### config.mk
export PLATFORM = sky130hd
export DESIGN_NAME = universal_shift_reg
export DESIGN_NICKNAME = d
export VERILOG_FILES = /design/src/rtl/shreg_pkg.sv /design/src/rtl/shreg_bit_cell.sv /design/src/rtl/universal_shift_reg.sv
export SDC_FILE = /design/constraint.sdc
export NUM_CORES = 1
export LEC_CHECK = 0
export CAP_MARGIN = 20
export CORE_UTILIZATION = 35
export DETAILED_ROUTE_END_ITERATION = 8
export PLACE_DENSITY = 0.81
export SYNTH_ARGS = -nofsm -noshare
export SYNTH_HDL_FRONTEND = slang
export SYNTH_SLANG_ARGS = --single-unit
### constraint.sdc
create_clock -name clk -period 1 [get_ports clk]
set_input_delay 0.2 -clock clk [delete_from_list [all_inputs] [get_ports clk]]
set_output_delay 0.2 -clock clk [all_outputs]
set_load 0.01 [all_outputs]
### src/rtl/shreg_pkg.sv
// Shared definitions for the universal shift register: mode encodings and helpers.
// Optional rotate support is compiled in when UNIV_SHREG_ROTATE_EN is defined.
package shreg_pkg;

    localparam int unsigned MODE_W = 3;

    typedef logic [MODE_W-1:0] mode_t;

    localparam mode_t MODE_HOLD = 3'b000;
    localparam mode_t MODE_LOAD = 3'b001;
    localparam mode_t MODE_SHL  = 3'b010;
    localparam mode_t MODE_SHR  = 3'b011;
    localparam mode_t MODE_ROTL = 3'b100;
    localparam mode_t MODE_ROTR = 3'b101;

    // True for every mode that moves data by one position and advances the shift count.
    function automatic logic is_shift_mode(input mode_t m);
        logic r;
        r = (m == MODE_SHL) || (m == MODE_SHR);
`ifdef UNIV_SHREG_ROTATE_EN
        r = r || (m == MODE_ROTL) || (m == MODE_ROTR);
`endif
        return r;
    endfunction

    // True for modes whose data moves towards the MSB.
    function automatic logic is_left_mode(input mode_t m);
        logic r;
        r = (m == MODE_SHL);
`ifdef UNIV_SHREG_ROTATE_EN
        r = r || (m == MODE_ROTL);
`endif
        return r;
    endfunction

endpackage

### src/rtl/shreg_bit_cell.sv
// One bit of the universal shift register: next-state select plus storage flop.
// right_nbr is the bit below this one (source on a left move), left_nbr the bit above
// (source on a right move); end-bit wrapping is resolved by the parent.
// Rotate modes are honoured only when UNIV_SHREG_ROTATE_EN is defined.
module shreg_bit_cell
    import shreg_pkg::*;
(
    input  logic  clk,
    input  logic  reset,
    input  logic  reset_val,
    input  logic  set,
    input  logic  enable,
    input  mode_t mode,
    input  logic  d,
    input  logic  left_nbr,
    input  logic  right_nbr,
    output logic  q
);

    logic q_nxt;

    // Select the value this bit takes when the register is enabled.
    always_comb begin
        q_nxt = q;
        case (mode)
            MODE_LOAD: q_nxt = d;
            MODE_SHL:  q_nxt = right_nbr;
            MODE_SHR:  q_nxt = left_nbr;
`ifdef UNIV_SHREG_ROTATE_EN
            MODE_ROTL: q_nxt = right_nbr;
            MODE_ROTR: q_nxt = left_nbr;
`endif
            default:   q_nxt = q;
        endcase
    end

    // Storage with reset > set > enable > hold priority.
    always_ff @(posedge clk) begin
        if (reset) begin
            q <= reset_val;
        end else if (set) begin
            q <= 1'b1;
        end else if (enable) begin
            q <= q_nxt;
        end
    end

endmodule

### src/rtl/universal_shift_reg.sv
// Parametrised universal register: parallel load, logical shifts with serial inputs,
// optional rotate, registered serial output and a saturating shift counter.
// Define UNIV_SHREG_ROTATE_EN to enable modes ROTL/ROTR; otherwise they act as HOLD.
module universal_shift_reg
    import shreg_pkg::*;
#(
    parameter int unsigned       WIDTH     = 4,
    parameter logic [WIDTH-1:0]  RESET_VAL = '0,
    localparam int unsigned      CNT_W     = $clog2(WIDTH + 1)
) (
    input  logic             clk,
    input  logic             reset,
    input  logic             set,
    input  logic             enable,
    input  mode_t            mode,
    input  logic [WIDTH-1:0] D_in,
    input  logic             sin_l,
    input  logic             sin_r,
    output logic [WIDTH-1:0] Q_out,
    output logic             sout,
    output logic [CNT_W-1:0] shift_cnt,
    output logic             full_shifted
);

    localparam logic [CNT_W-1:0] CNT_MAX = CNT_W'(WIDTH);

    logic [WIDTH-1:0] q;
    logic [WIDTH-1:0] right_nbr;
    logic [WIDTH-1:0] left_nbr;
    logic             shift_c;
    logic             sout_nxt;
    logic [CNT_W-1:0] cnt_inc;

    // Neighbour wiring: serial inputs at the ends, or the wrapped end bit when rotating.
    always_comb begin
        right_nbr = {q[WIDTH-2:0], sin_l};
        left_nbr  = {sin_r, q[WIDTH-1:1]};
`ifdef UNIV_SHREG_ROTATE_EN
        if (mode == MODE_ROTL) begin
            right_nbr[0] = q[WIDTH-1];
        end
        if (mode == MODE_ROTR) begin
            left_nbr[WIDTH-1] = q[0];
        end
`endif
    end

    // Per-bit cells.
    for (genvar i = 0; i < WIDTH; i++) begin : g_bit
        shreg_bit_cell u_cell (
            .clk       (clk),
            .reset     (reset),
            .reset_val (RESET_VAL[i]),
            .set       (set),
            .enable    (enable),
            .mode      (mode),
            .d         (D_in[i]),
            .left_nbr  (left_nbr[i]),
            .right_nbr (right_nbr[i]),
            .q         (q[i])
        );
    end

    assign Q_out = q;

    // Shift decode, outgoing bit and saturating count increment.
    always_comb begin
        shift_c  = is_shift_mode(mode);
        sout_nxt = is_left_mode(mode) ? q[WIDTH-1] : q[0];
        cnt_inc  = (shift_cnt == CNT_MAX) ? shift_cnt : shift_cnt + CNT_W'(1);
    end

    // Serial output, shift counter and completion flag.
    always_ff @(posedge clk) begin
        if (reset || set) begin
            sout         <= 1'b0;
            shift_cnt    <= '0;
            full_shifted <= 1'b0;
        end else if (enable) begin
            if (mode == MODE_LOAD) begin
                shift_cnt    <= '0;
                full_shifted <= 1'b0;
            end else if (shift_c) begin
                sout         <= sout_nxt;
                shift_cnt    <= cnt_inc;
                full_shifted <= (cnt_inc == CNT_MAX);
            end
        end
    end

endmodule

* Word level (Yosys, flattened, before mapping)
Index checks and enable logic that the tools add are counted.
** Storage, ports and cells
- Output and inout port bits :: 9
- Input bits :: 13
- Word-level logic and storage cells :: 40
- Register bits :: 9
** Cells by class
- Bitwise operators :: 1
- Add/subtract/negate cells :: 1
- Reductions and logical operators :: 8
- Muxes and demuxes :: 18
- Eq/ne operators :: 5
** Operator list (count)
- 1-bit case mux with 3 select lines :: 4
- 1-bit two-way mux :: 11
- 3-bit two-way mux :: 3
- 3-bit by 2-bit equality test with 1-bit output, second input constant :: 2
- 3-bit equality test, second input constant :: 2
- 2-bit AND reduction :: 2
- 2-bit nonzero test :: 2
- 4-bit nonzero test :: 1
- 3-bit by 1-bit adder with 3-bit output, second input constant :: 1
- 3-bit by 1-bit equality test with 1-bit output, second input constant :: 1
- 3-bit AND reduction :: 1
- 1-bit logical OR :: 2
- 1-bit NOT :: 1

* Depth between registers and ports, before layout
- Word-level depth :: 5
- Depth in mapped cells :: 6

* Hierarchy
Synthesis repeated with hierarchy kept, for this count alone.
** Second synthesis, totals
- Cell total of the unflattened synthesis :: 75
- Area, all modules :: 661.9 um^2
** By module, submodules not included
- shreg_bit_cell :: times used 4, area each 91.3 um^2, cells each 10
- universal_shift_reg :: times used 1, area each 296.5 um^2, cells each 35

* Worst setup path before layout
Ideal clock, no wire load.
- Path type :: flip-flop to flip-flop
- Start :: register shift_cnt[0]
- End :: register full_shifted
- Path buffers :: 0
- Required time :: 904 ps
- Arrival :: 1091 ps
- Slack :: -187 ps
- Cell stages (with the launch flop) :: 4
- Path through :: dfxtp_1 > inv_1 > ha_1 > o41ai_2
** On the way
- Word-level cells in the longest chain between the ends :: 5
- Elaborated cells between the ends (all ways) :: 6
- Those cells by class :: 1 x add/sub; 2 x eq/ne; 3 x mux
** Ends and longest elaborated chain
- start: declaration :: line universal_shift_reg.sv:21 : output logic [CNT_W-1:0] shift_cnt,
- start signal: assignment :: line universal_shift_reg.sv:85 : shift_cnt <= cnt_inc;
- 3-bit by 1-bit adder with 3-bit output or 3-bit equality test (tied branches) :: line universal_shift_reg.sv:70 : cnt_inc = (shift_cnt == CNT_MAX) ? shift_cnt : shift_cnt + CNT_W'(1);
- 3-bit two-way mux (*) :: line universal_shift_reg.sv:70
- 3-bit equality test (*) :: line universal_shift_reg.sv:86 : full_shifted <= (cnt_inc == CNT_MAX);
- 1-bit two-way mux (*) :: line universal_shift_reg.sv:83 : end else if (shift_c) begin
- 1-bit two-way mux (*) :: line universal_shift_reg.sv:80 : if (mode == MODE_LOAD) begin
- end signal: assignment :: line universal_shift_reg.sv:86
- end: declaration :: line universal_shift_reg.sv:22 : output logic full_shifted
Mark *: on every way between the ends. The rest lies on a longest branch, timed or not. The select of a mux whose other input is x is not followed.
A chain may end at the register's enable or synchronous reset.

* Worst setup path after layout
- Start :: register shift_cnt[0]
- End :: register shift_cnt[0]
** On the way
- Word-level cells in the longest chain between the ends :: 4
- Elaborated cells between the ends (all ways) :: 5
- Those cells by class :: 1 x add/sub; 1 x eq/ne; 3 x mux
** Ends and longest elaborated chain (line)
- 3-bit by 1-bit adder with 3-bit output or 3-bit equality test (tied branches) :: universal_shift_reg.sv:70
- 3-bit two-way mux (*) :: universal_shift_reg.sv:70
- 3-bit two-way mux (*) :: universal_shift_reg.sv:83
- 3-bit two-way mux (*) :: universal_shift_reg.sv:80
Marks and branches as above.

==> flow_metrics.tcl <==
set metrics [dict create \
    status "finished, violations left" \
    violations "negative setup slack" \
    n_antenna_cell 0 \
    slew_viol_final 0 \
    initial_core_util 0.395 \
    start_kind "flip-flop" \
    reg2regPathDepth 6 \
    ys_seq_area_frac 0.334 \
    hold_start "reset" \
    overflow 0 \
    clkTransAtPathRegs_ps 60 \
    switching_power_mw 0.238 \
    synth_area_leaders "dfxtp_1, mux2i_1, a21oi_1" \
    vdd_drop_max_uv 661 \
    clkPwrFrac 0.325 \
    dp_cells 105 \
    port_buffers 21 \
    vias_per_cell 5.05 \
    netlist_top_cells_count "a21oi_1, dfxtp_1, nand2_1" \
    synth_nets 76 \
    gp_congestion 0.776 \
    cts_buffer_depth 2 \
    p_sw_frac 0.269 \
    synth_top_family_by_area "compound AO/OA/AOI/OAI gates" \
    grt.total_usage 0.207 \
    stdcell_count 110 \
    ys_ff_latch 9 \
    routedWlPerCell_um 13.8 \
    min_path_type "in -> reg" \
    max_slew_margin 0.868 \
    fp.dieW_um 41.3 \
    rrSetupSlack_ps -130 \
    min_path_cells 3 \
    period_needed_ps 1130 \
    area_growth_pct 68.0 \
    r2r-end "shift_cnt[0]" \
    cp.required_ps 1150 \
    drtAntennaViolNets 0 \
    min_to "g_bit[3].u_cell.q" \
    synth_edf_count 0 \
    hold_buffers 0 \
    ios 22 \
    nFillCells 106 \
    drive_gt1_frac 0.474 \
    core_area_um2 1370 \
    fmaxAchievable_mhz 887 \
    die_area_um2 1700 \
    setup_viol 3 \
    syn_avg_cell_area_um2 8.84 \
    dp_hpwl_um 1140 \
    final-seq-area_um2 190 \
    vias 556 \
    die_h_um 41.3 \
    synthDistinctLibCells 21 \
    grt_pass1_wl_um 2300 \
    synth_xor_area_frac 0.0162 \
    clock-root-buffer "clkbuf_4" \
    total_leakage_power_nw 0.415 \
    rsz0062_at_grt "true" \
    yosys.area.top_type "dfxtp_1" \
    numCtsBuffers 3 \
    tightest_slew_ps 192 \
    power_frac_comb 0.245 \
    drt_wl_total_um 1520 \
    grt_pass1_vias 561 \
    cts_max_level 1 \
    first_iter_violations 9 \
    seq_power_share 0.430 \
    synthSimpleGateAreaFrac 0.135 \
    endpoint_kind "flip-flop" \
    antenna_found_initial 0 \
    synthDominantCellAreaShare 0.334 \
    clock_sinks 9 \
    p_int_mw 0.646 \
    cts_tree "yes" \
    timing.rr.start "shift_cnt[0]" \
    crit_type "reg -> reg" \
    worst_slack_ps -127 \
    rows 13 \
    synth_compound_area_frac 0.276 \
    synthMuxAreaShare 0.0928 \
    cap_violations 0 \
    fin_worst_skew_ps 4.50 \
    ys_async_sr_fraction 0 \
    synth_area_um2 539 \
    period_share 1.13 \
    synthAdderAreaFrac 0.0464 \
    synthCells 61 \
    ys.flop_type "dfxtp_1" \
    dp_slack_ps -474 \
    grt_max_degree 9 \
    crit_fanout 4 \
    hold_viol_final 0 \
    critical_path_arrival_ps 1280 \
    p_per_area_nw_per_um2 976 \
    ys_warn_count 0 \
    worstSkewPairLatency_ps 270 \
    route.detailed.drc 0 \
    drtPass1Iterations 4 \
    multi_input_area_um2 369 \
    nets 111 \
]
## worst max-delay path, stage by stage, from the launching register on
cell and delay (ps):
dfxtp_4 360, inv_4 60, ha_4 140, nand2_4 60
xnor2_4 140, a22oi_2 200, nor2_1 60
## flip-flops by register name (all words and copies together) (netlist names)
register / cells
full_shifted: 1
sout: 1
g_bit.u_cell.q: 4
shift_cnt: 3
## cells in the final DEF, fill, tap and decap left out, types with 2 or more instances in the layout
master,Yosys,layout
buf_4,5,13
a21oi_1,9,9
buf_2,1,9
clkdlybuf4s50_1,0,6
mux2i_1,5,5
nand2_1,6,5
dfxtp_1,9,5
nor2_1,4,4
o211ai_1,4,4
dlygate4sd2_1,0,4
clkbuf_4,0,3
inv_4,0,2
o211ai_2,2,2
a22oi_2,0,2
dfxtp_2,0,2
dlymetal6s2s_1,0,2
buf_6,0,2
dfxtp_4,0,2
## power by group through the flow
stage	logic [mW]	clock network [mW]	registers (mW)
floorplan	0.0984	0	0.393
global placement	0.212	0	0.390
detailed placement	0.219	0	0.390
CTS	0.219	0.295	0.380
global route	0.237	0.307	0.382
finish	0.216	0.288	0.380
## what timing repair did
| item | 4_1_cts | 5_1_grt |
|---|---|---|
| pin swaps | 5 | 10 |
| resized for setup | 49 | 10 |
| setup buffers | 2 | 0 |
| endpoints found under the setup margin | 18 | 7 |
| gates cloned | 0 | 0 |
## per-layer routing
metal	GRT usage	up-vias	routed length [um]
met5	0	-	0
met4	0.0806	0	27
met3	0.0598	4	52
met2	0.371	13	788
met1	0.227	258	651
li1	-	281	-
## stage by stage
step	total power, mW	instance area (um^2)	TNS [ps]	hold WS (ps)	utilization
after floorplan	0.492	554	-130	269	-
after global placement	0.603	846	-3950	489	0.619
after detailed placement	0.609	846	-4340	464	0.619
after CTS	0.894	896	-413	483	0.656
after global routing	0.926	906	-394	272	0.663
final	0.884	906	-282	253	0.663
## cells by family (layout without fill, tap and decap cells)
group | Yosys count | count (layout)
adders and majority gates | 2 | 2
xor gates and xnor gates | 1 | 1
AOI/OAI and AO/OA | 20 | 20
DFF | 9 | 9
buffers and inverters | 9 | 43
muxes | 5 | 5
and+or+nand+nor | 15 | 15
## final cells by class
| type | count | share of cell area |
|---|---|---|
| tap | 15 | 0.0207 |
| clock buffer | 4 | 0.0290 |
| inverter | 3 | 0.0180 |
| multi-input combinational | 43 | 0.407 |
| sequential | 9 | 0.210 |
| timing repair buffer | 36 | 0.315 |
## worst max path at each step
stage                              to          from  cells past startpoint  slack (ps)
detailed placement       full_shifted       mode[1]                      5        -470
floorplan                shift_cnt[0]  shift_cnt[0]                      6         -70
finish                   shift_cnt[0]  shift_cnt[0]                      6        -130
global route             shift_cnt[0]  shift_cnt[0]                      6        -170
CTS                      shift_cnt[0]  shift_cnt[1]                      6        -130
global placement    g_bit[0].u_cell.q       mode[2]                      5        -410
No activity file was read; power rests on OpenSTA's default activity.
